### src/rtl/timer_bank_pkg.sv
// Shared register map, CTRL field positions and address layout for the timer bank.
package timer_bank_pkg;

  localparam int unsigned DATA_W = 32;
  localparam int unsigned ADDR_W = 6;
  localparam int unsigned OFF_W  = 2;
  localparam int unsigned CH_W   = 4;

  // Register offsets within one channel's four-word window
  typedef enum logic [OFF_W-1:0] {
    REG_CTRL   = 2'd0,
    REG_PERIOD = 2'd1,
    REG_CNT    = 2'd2,
    REG_STATUS = 2'd3
  } reg_off_e;

  localparam int unsigned CTRL_EN_BIT       = 31;
  localparam int unsigned CTRL_ONE_SHOT_BIT = 30;
  localparam int unsigned CTRL_IRQ_EN_BIT   = 29;
  localparam int unsigned STATUS_FLAG_BIT   = 0;

endpackage

### src/rtl/timer_ch.sv
// One timer channel: CTRL/PERIOD/STATUS registers, prescaler, counter and sticky flag.
module timer_ch
  import timer_bank_pkg::*;
#(
  parameter int unsigned CNT_W = 16,
  parameter int unsigned PSC_W = 15
) (
  input  logic              clk,
  input  logic              reset,
  input  logic              we,
  input  logic [OFF_W-1:0]  off,
  input  logic [DATA_W-1:0] wdata,
  output logic [DATA_W-1:0] rdata_c,
  output logic              ovf,
  output logic              irq_c
);

  logic             en_q, en_d;
  logic             one_shot_q, one_shot_d;
  logic             irq_en_q, irq_en_d;
  logic [PSC_W-1:0] scale_q, scale_d;
  logic [PSC_W-1:0] psc_q, psc_d;
  logic [CNT_W-1:0] period_q, period_d;
  logic [CNT_W-1:0] cnt_q, cnt_d;
  logic             flag_q, flag_d;
  logic             ovf_q, ovf_d;
  logic             tick_c, wrap_c;
  logic             unused_wdata;

  // Field bits of wdata not mapped to any register are deliberately dropped
  assign unused_wdata = ^wdata;

  // Next-state: count, wrap, then apply any register write (write has the last word)
  always_comb begin
    en_d       = en_q;
    one_shot_d = one_shot_q;
    irq_en_d   = irq_en_q;
    scale_d    = scale_q;
    psc_d      = psc_q;
    period_d   = period_q;
    cnt_d      = cnt_q;
    flag_d     = flag_q;
    ovf_d      = 1'b0;
    // >= rather than == so a scale lowered below the running prescaler ticks at once
    tick_c     = en_q && (psc_q >= scale_q);
    wrap_c     = tick_c && (cnt_q >= period_q);

    if (en_q) begin
      psc_d = tick_c ? '0 : psc_q + PSC_W'(1);
    end
    if (tick_c) begin
      cnt_d = wrap_c ? '0 : cnt_q + CNT_W'(1);
    end
    if (wrap_c) begin
      ovf_d  = 1'b1;
      flag_d = 1'b1;
      if (one_shot_q) begin
        en_d = 1'b0;
      end
    end

    if (we) begin
      case (reg_off_e'(off))
        REG_CTRL: begin
          en_d       = wdata[CTRL_EN_BIT];
          one_shot_d = wdata[CTRL_ONE_SHOT_BIT];
          irq_en_d   = wdata[CTRL_IRQ_EN_BIT];
          scale_d    = wdata[PSC_W-1:0];
        end
        REG_PERIOD: period_d = wdata[CNT_W-1:0];
        REG_STATUS: begin
          // A wrap on the same edge keeps the flag set
          if (wdata[STATUS_FLAG_BIT] && !wrap_c) begin
            flag_d = 1'b0;
          end
        end
        default: ;
      endcase
    end

    // A stopped channel always restarts its count from zero
    if (!en_d) begin
      psc_d = '0;
      cnt_d = '0;
    end
  end

  // Channel state registers
  always_ff @(posedge clk or negedge reset) begin
    if (!reset) begin
      en_q       <= 1'b0;
      one_shot_q <= 1'b0;
      irq_en_q   <= 1'b0;
      scale_q    <= '0;
      psc_q      <= '0;
      period_q   <= '0;
      cnt_q      <= '0;
      flag_q     <= 1'b0;
      ovf_q      <= 1'b0;
    end else begin
      en_q       <= en_d;
      one_shot_q <= one_shot_d;
      irq_en_q   <= irq_en_d;
      scale_q    <= scale_d;
      psc_q      <= psc_d;
      period_q   <= period_d;
      cnt_q      <= cnt_d;
      flag_q     <= flag_d;
      ovf_q      <= ovf_d;
    end
  end

  // Register read view; unmapped bits read as zero
  always_comb begin
    rdata_c = '0;
    case (reg_off_e'(off))
      REG_CTRL: begin
        rdata_c[CTRL_EN_BIT]       = en_q;
        rdata_c[CTRL_ONE_SHOT_BIT] = one_shot_q;
        rdata_c[CTRL_IRQ_EN_BIT]   = irq_en_q;
        rdata_c[PSC_W-1:0]         = scale_q;
      end
      REG_PERIOD: rdata_c[CNT_W-1:0]       = period_q;
      REG_CNT:    rdata_c[CNT_W-1:0]       = cnt_q;
      REG_STATUS: rdata_c[STATUS_FLAG_BIT] = flag_q;
      default: ;
    endcase
  end

  assign ovf   = ovf_q;
  assign irq_c = flag_q & irq_en_q;

endmodule

### src/rtl/timer_bank.sv
// Bank of N_CH independent timer channels behind a small word-addressed register file.
module timer_bank
  import timer_bank_pkg::*;
#(
  parameter int unsigned N_CH  = 4,
  parameter int unsigned CNT_W = 16,
  parameter int unsigned PSC_W = 15
) (
  input  logic              clk,
  input  logic              reset,
  input  logic              we,
  input  logic [ADDR_W-1:0] addr,
  input  logic [DATA_W-1:0] wdata,
  output logic [DATA_W-1:0] rdata,
  output logic [N_CH-1:0]   ovf,
  output logic              irq
);

  logic [CH_W-1:0]   ch_idx;
  logic [OFF_W-1:0]  off;
  logic [DATA_W-1:0] ch_rdata [N_CH];
  logic [N_CH-1:0]   ch_irq;
  logic              irq_q, irq_d;

  assign ch_idx = addr[ADDR_W-1:OFF_W];
  assign off    = addr[OFF_W-1:0];

  for (genvar g = 0; g < N_CH; g++) begin : g_ch
    timer_ch #(
      .CNT_W (CNT_W),
      .PSC_W (PSC_W)
    ) u_ch (
      .clk     (clk),
      .reset   (reset),
      .we      (we && (ch_idx == CH_W'(g))),
      .off     (off),
      .wdata   (wdata),
      .rdata_c (ch_rdata[g]),
      .ovf     (ovf[g]),
      .irq_c   (ch_irq[g])
    );
  end

  // Read mux; channel indices beyond N_CH match nothing and read zero
  always_comb begin
    rdata = '0;
    for (int unsigned i = 0; i < N_CH; i++) begin
      if (ch_idx == CH_W'(i)) begin
        rdata = ch_rdata[i];
      end
    end
  end

  // Interrupt request: any channel with flag and irq_en
  always_comb begin
    irq_d = |ch_irq;
  end

  // Interrupt output register
  always_ff @(posedge clk or negedge reset) begin
    if (!reset) begin
      irq_q <= 1'b0;
    end else begin
      irq_q <= irq_d;
    end
  end

  assign irq = irq_q;

endmodule
### config.mk
export PLATFORM = sky130hd
export DESIGN_NAME = timer_bank
export DESIGN_NICKNAME = d
export VERILOG_FILES = /design/src/rtl/timer_bank_pkg.sv /design/src/rtl/timer_ch.sv /design/src/rtl/timer_bank.sv
export SDC_FILE = /design/constraint.sdc
export NUM_CORES = 1
export LEC_CHECK = 0
export CAP_MARGIN = 40
export CORE_UTILIZATION = 35
export CTS_BUF_LIST = sky130_fd_sc_hd__clkbuf_4 sky130_fd_sc_hd__clkbuf_8
export DETAILED_ROUTE_END_ITERATION = 7
export PLACE_DENSITY = 0.62
export SLEW_MARGIN = 20
export SYNTH_ARGS = -nofsm -noshare
export SYNTH_HDL_FRONTEND = slang
export SYNTH_SLANG_ARGS = --single-unit
### constraint.sdc
create_clock -name clk -period 3.63 [get_ports clk]
set_clock_uncertainty 0.05 [all_clocks]
set_input_delay 0.5445 -clock clk [delete_from_list [all_inputs] [get_ports clk]]
set_output_delay 0.5445 -clock clk [all_outputs]
set_load 0.1 [all_outputs]
==> results.py, run 1 <==
metrics = {
    "outcome": {
        "outcome": "finished, violations left",
        "violations": "DRC",
    },
    "clock_network": {
        "cts_made_buffers": 50,
        "cts.sinks": 269,
        "cts-root-buf": "clkbuf_8",
        "insertion_delay_ns": 0.64,
        "cts_tree": "built",
        "clockBufferDepth": 3,
        "clkTransAtPathRegs_ns": 0.06,
        "htree_levels": 2,
    },
    "cells_and_area": {
        "layout.cells.non_filler": 2540,
        "drive_gt1_share_pct": 16.5,
        "final_common_cell": "dfrtp_1",
        "fin_util_pct": 41.7,
        "layout.nets": 2080,
        "antenna_cells": 0,
        "layout_common_cells": "dfrtp_1, nand2_1, inv_1",
        "area_growth_pct": 17.1,
    },
    "placed_design": {
        "routabilityCongestion": 0.936,
        "numPortBuffers": 51,
        "dp_cells": 2455,
        "post-place-ws_ns": 0.00718,
        "dp_hpwl_um": 36100,
    },
    "worst_setup_path": {
        "path_depth": 10,
        "worst_path_most_repeated_cell": "buf_12",
        "slowest_stage": "clkdlybuf4s50_1",
        "crit_buf_inv": 5,
        "worstPathMaxFanout": 14,
        "cp.required_ns": 3.04,
        "start_kind": "input port",
        "critPathKind": "in2out",
        "cp_top_family": "buffers and inverters",
        "cp-end-kind": "output pin",
        "crit_arrival_ns": 3.02,
        "cp_slowest_stage_delay_ns": 0.50,
        "r2r_cells": 9,
        "crit_path_cell_trace": "clkdlybuf4s50_1, inv_1, ha_4, buf_12, buf_12, a222oi_1, o22ai_1, a21oi_1, nor2_2, buf_12",
    },
    "min_path": {
        "hold_path_depth": 2,
        "min_path_type": "reg2reg",
    },
    "synthesis": {
        "synth-simple-area-share_pct": 17.3,
        "yosys-top-cells-area": "dfrtp_1, ha_1, mux2_2",
        "synth_top_family_by_area": "simple AND/OR/NAND/NOR gates",
        "netlist_area_mm2": 0.0166,
        "synth-adder-area-share_pct": 10.3,
        "synth_edf_count": 0,
        "synthArstFlopShare_pct": 100,
        "syn_inst": 1808,
        "synth-compound-area-share_pct": 15.2,
        "ys_seq_area_share_pct": 40.4,
        "synth_area_leader_cell": "dfrtp_1",
        "ys_types": 72,
        "synth_top_flop_cell": "dfrtp_1",
        "postSynthRegisterBits": 269,
        "synth-xor-area-share_pct": 2.79,
        "synth_top_area_share_pct": 40.4,
        "avgSynthCellArea_um2": 9.21,
        "synth.mux.area_fraction_pct": 7.53,
        "ys.warnings.count": 0,
    },
    "global_route": {
        "grt_util_all_layers_pct": 20.8,
        "grt_max_degree": 99,
        "grt.overflow.total": 0,
        "grt_pass1_vias": 13600,
        "antenna_found_initial": 0,
        "grt_pass1_wl_um": 77600,
    },
    "die": {
        "coreArea_mm2": 0.0468,
        "chipHeight_um": 220,
        "start_util_pct": 35.6,
        "fp.dieW_um": 220,
        "ios": 78,
        "num_rows": 79,
        "dieArea_mm2": 0.0484,
    },
    "timing": {
        "fin_crit_sh_pct": 99.5,
        "tightest_slew_ns": 0.880,
        "finalHoldViolCount": 0,
        "relSlewSlack_pct": 41.2,
        "min_period_ns": 3.61,
        "finalSetupTns_ns": 0,
        "setup_viol": 0,
        "setup_ws_ns": 0.0179,
        "max_freq_mhz": 277,
        "maxSlewViolCount": 0,
    },
    "pwr": {
        "power_density_mw_per_mm2": 427,
        "p_leak_nw": 8.60,
        "vdd_ir_drop_max_v": 0.000233,
        "p_total_mw": 8.31,
    },
    "routing": {
        "wl_per_cell_um": 19.5,
        "drtPass1Iterations": 8,
        "via_per_inst": 5.55,
        "drtIter0Drc": 1141,
        "vias": 14100,
        "drc": 1,
        "ant_nets": 0,
        "wl_um": 49500,
    },
    "flow_run": {
        "cap_violations": 0,
    },
}
final timing paths:
check	slack, ns	startpoint	endpoint
setup / recovery	0.02	addr[0]	rdata[12]
hold / removal	0.46	g_ch[0].u_ch.irq_en_q	g_ch[0].u_ch.irq_en_q
setup reg to reg	0.75	g_ch[1].u_ch.cnt_q[0]	g_ch[1].u_ch.cnt_q[13]
hold reg to reg	0.46	g_ch[0].u_ch.irq_en_q	g_ch[0].u_ch.irq_en_q
max in group asynchronous	2.07	reset	g_ch[3].u_ch.psc_q[4]
min in group asynchronous	0.51	reset	g_ch[2].u_ch.scale_q[11]
per-layer routing:
layer / global-route usage, % / share of wire (%)
met1: 28.8 / 45
met2: 32.9 / 46
met3: 3.27 / 6.7
met4: 6.92 / 2.8
met5: 0 / 0
final cells by class:
class                      instances  area, µm²
fill                            4528      27300
multi-input combinational       1294       8970
sequential                       269       6730
timing repair buffer             128       1430
clock buffer                      78        967
tap                              607        759
inverter                         159        597
clock inverter                     5       33.8
cells by family (layout without fill, tap and decap cells):
family / count (synthesis) / in the layout
adder cells (fa/ha/maj): 137 / 137
flip-flops: 269 / 269
AND/OR/NAND/NOR: 599 / 599
other: 1 / 13
AO/OA/AOI/OAI: 385 / 385
XOR/XNOR: 53 / 53
multiplexers: 107 / 107
buffers and inverters: 257 / 370
where the power goes:
| part | switching (mW) | total (mW) | leakage (nW) | internal (mW) |
|---|---|---|---|---|
| clock network | 1.32 | 2.99 | 0.529 | 1.67 |
| registers | 0.305 | 3.58 | 3.57 | 3.28 |
| logic | 1.06 | 1.73 | 4.50 | 0.670 |
| total | 2.69 | 8.31 | 8.60 | 5.62 |
Yosys cell counts, types with 6 or more instances:
cell type / number
dfrtp_1: 269
nand2_1: 173
inv_1: 159
nor2_1: 144
ha_1: 137
nand3_1: 104
a21oi_1: 103
mux2_2: 102
o21ai_0: 73
clkbuf_1: 52
nand4_1: 39
xor2_1: 35
a222oi_1: 32
a31oi_1: 30
and3_1: 24
o22ai_1: 24
a22oi_1: 22
a211oi_1: 20
nor3_1: 19
buf_4: 18
xnor2_1: 18
buf_2: 16
a22o_1: 14
and2_1: 14
or4_1: 14
nand2b_1: 13
a21o_1: 12
buf_1: 11
nor2b_1: 10
o31ai_1: 10
nor4_1: 8
o211ai_1: 6
or3_1: 6
worst reg2reg max path: stages (launching register included):
cell and delay [ns]:
dfrtp_1 0.47, inv_1 0.11, ha_1 0.29, nand2b_1 0.14
a21oi_1 0.14, o21ai_1 0.11, a221o_1 0.42, or2_1 0.39
or4_1 0.51, a31oi_1 0.18
per-stage QoR:
step | instance area, µm² | hold WS (ns)
6_report | 19500 | 0.457
5_1_grt | 19500 | 0.481
4_1_cts | 19500 | 0.447
3_5_place_dp | 18400 | 0.434
3_3_place_gp | 18300 | 0.435
2_1_floorplan | 16700 | 0.199
registers in the layout, summed over array words and instances, names as in the netlist:
signal                flops
g_ch.u_ch.psc_q          60
irq                       1
g_ch.u_ch.scale_q        60
g_ch.u_ch.one_shot_q      4
g_ch.u_ch.en_q            4
g_ch.u_ch.irq_en_q        4
g_ch.u_ch.cnt_q          64
g_ch.u_ch.period_q       64
g_ch.u_ch.flag_q          4
g_ch.u_ch.ovf             4
repair_timing:
| item | 4_1_cts | 5_1_grt |
|---|---|---|
| buffers inserted | 0 | 0 |
| setup endpoints to repair | 1 | 11 |
| hold buffers | 1 | 0 |
| pin swaps | 0 | 4 |
| endpoints found under the hold margin | 95 | 0 |
| gates resized for setup | 1 | 4 |
Note: power is estimated with default switching activity, not from simulation.
==> inputs of run 2 (changes only) <==
MAX_ROUTING_LAYER = met4   (was unset)
==> run 2 against run 1 <==
The flow still finishes with violations (DRC). Total power about the same. Cell count unchanged. Die area unchanged. Via count decreased by 0.34%. Combinational power about the same. Global-route usage increased by 0.60 points. Utilization unchanged. Sequential share of layout area unchanged. Register-to-register slack about the same. Highest routed layer unchanged.
==> results.py, run 2 (synthesis gave the netlist of run 1 again) <==
metrics = {
    "outcome": {
        "outcome": "finished, violations left",
        "violations": "DRC",
    },
    "clock_network": {
        "cts.sinks": 269,
        "insertion_delay_ns": 0.63,
        "cts_tree": "built",
        "htree_levels": 2,
        "post_cts_buffers": 0,
        "cts-root-buf": "clkbuf_8",
        "clkTransAtPathRegs_ns": 0.06,
        "clockBufferDepth": 3,
        "cts_made_buffers": 50,
    },
    "routing": {
        "wl_per_cell_um": 19.4,
        "via_per_inst": 5.53,
        "wl_um": 49200,
        "drtIter0Drc": 1236,
        "drc": 1,
        "ant_nets": 0,
        "drtPass1Iterations": 8,
        "vias": 14100,
    },
    "placed_design": {
        "numPortBuffers": 51,
        "post_dp_cell_area_mm2": 0.0184,
        "dp_hpwl_um": 36100,
        "routabilityCongestion": 0.953,
    },
    "cells_and_area": {
        "drive_gt1_share_pct": 16.5,
        "area_growth_pct": 17.1,
        "final_common_cell": "dfrtp_1",
        "fin_area_mm2": 0.0195,
        "layout.nets": 2080,
        "layout_common_cells": "dfrtp_1, nand2_1, inv_1",
        "largestRegisters": "g_ch.u_ch.cnt_q x64, g_ch.u_ch.period_q x64",
        "antenna_cells": 0,
    },
    "die": {
        "coreArea_mm2": 0.0468,
        "chipHeight_um": 220,
        "start_util_pct": 35.6,
        "fp.dieW_um": 220,
        "num_rows": 79,
        "dieArea_mm2": 0.0484,
        "ios": 78,
    },
    "global_route": {
        "grt_pass1_vias": 13600,
        "grt.overflow.total": 0,
        "antenna_found_initial": 0,
        "grt_pass1_wl_um": 77600,
        "grt_util_all_layers_pct": 21.4,
        "grt_max_degree": 99,
    },
    "min_path": {
        "holdPathEnd": "g_ch[0].u_ch.irq_en_q",
        "hold_path_depth": 2,
        "min-delay-start": "g_ch[0].u_ch.irq_en_q",
        "min_path_type": "reg2reg",
    },
    "timing": {
        "min_period_ns": 3.59,
        "setup_viol": 0,
        "finalHoldViolCount": 0,
        "maxSlewViolCount": 0,
        "finalSetupTns_ns": 0,
        "max_freq_mhz": 279,
        "fin_crit_sh_pct": 98.9,
        "tightest_slew_ns": 0.874,
        "relSlewSlack_pct": 41.5,
    },
    "worst_setup_path": {
        "cp-end-kind": "output pin",
        "crit_arrival_ns": 3.00,
        "critPathKind": "in2out",
        "start_kind": "input port",
        "r2r_cells": 9,
        "rr_endpoint": "g_ch[1].u_ch.psc_q[5]",
        "crit-reg2reg-launch": "g_ch[1].u_ch.psc_q[1]",
        "reg2reg_slack_ns": 0.74,
        "cp.required_ns": 3.04,
        "worstPathMaxFanout": 14,
    },
    "pwr": {
        "vdd_ir_drop_max_v": 0.000236,
        "p_leak_nw": 8.60,
        "power_density_mw_per_mm2": 427,
    },
    "flow_run": {
        "cap_violations": 0,
    },
}
## run 2: cell counts in the layout (fill, tap and decap cells not counted)
No cell type changed its count.
## run 2: worst max path at each step
| stage | from | endpoint | slack (ns) |
|---|---|---|---|
| after floorplan | addr[0] | rdata[15] | 0.31 |
| after global placement | addr[1] | rdata[14] | 0.04 |
| after detailed placement | addr[1] | rdata[14] | 0.007 |
| after CTS | addr[1] | rdata[12] | 0.005 |
| after global routing | addr[0] | rdata[6] | -0.005 |
| final | addr[0] | rdata[12] | 0.04 |
## run 2: cell type report
| type | instances | area [µm²] |
|---|---|---|
| Tap cell | 607 | 759 |
| Fill cell | 4528 | 27300 |
| Clock buffer | 78 | 967 |
| Multi-Input combinational cell | 1294 | 8970 |
| Sequential cell | 269 | 6730 |
| Clock inverter | 5 | 33.8 |
| Timing Repair Buffer | 128 | 1430 |
| Inverter | 159 | 597 |
## run 2: through the flow
step | total power [mW] | cells | utilization [%] | hold slack [ns] | worst slack [ns]
2_1_floorplan | 4.67 | 1820 | - | 0.199 | 0.313
3_3_place_gp | 5.27 | 2450 | 39.2 | 0.435 | 0.0407
3_5_place_dp | 5.34 | 2455 | 39.4 | 0.434 | 0.00718
4_1_cts | 8.36 | 2539 | 41.6 | 0.447 | 0.00466
5_1_grt | 8.73 | 2540 | 41.7 | 0.481 | -0.00514
6_report | 8.31 | 2540 | 41.7 | 0.452 | 0.0396
## run 2: timing repair
item                                    CTS  global route
hold buffers                              1             0
pin swaps                                 0             4
gates cloned                              0             0
gates resized for setup                   1             4
endpoints found under the setup margin    1            11
endpoints found under the hold margin    95             0
## run 2: critical path, cell delays in order
cell and delay, ns:
clkdlybuf4s50_1 0.50, inv_1 0.12, ha_4 0.25, buf_12 0.17, buf_12 0.14, a222oi_1 0.47
o22ai_1 0.28, a21oi_1 0.26, nor2_2 0.08, buf_12 0.17
## run 2: report_power, final
part | switching (mW) | total, mW | internal, mW
Clock | 1.32 | 3.00 | 1.67
Combinational | 1.06 | 1.73 | 0.670
Sequential | 0.305 | 3.58 | 3.28
## run 2: layer usage
layer	part of all wire, %	wire (µm)	track usage (%)	vias to the layer above
met5	0	0	-	-
met4	2.7	1340	6.92	0
met3	6.7	3290	3.27	76
met2	46	22500	32.9	421
met1	45	22000	28.7	6911
li1	-	-	-	6650
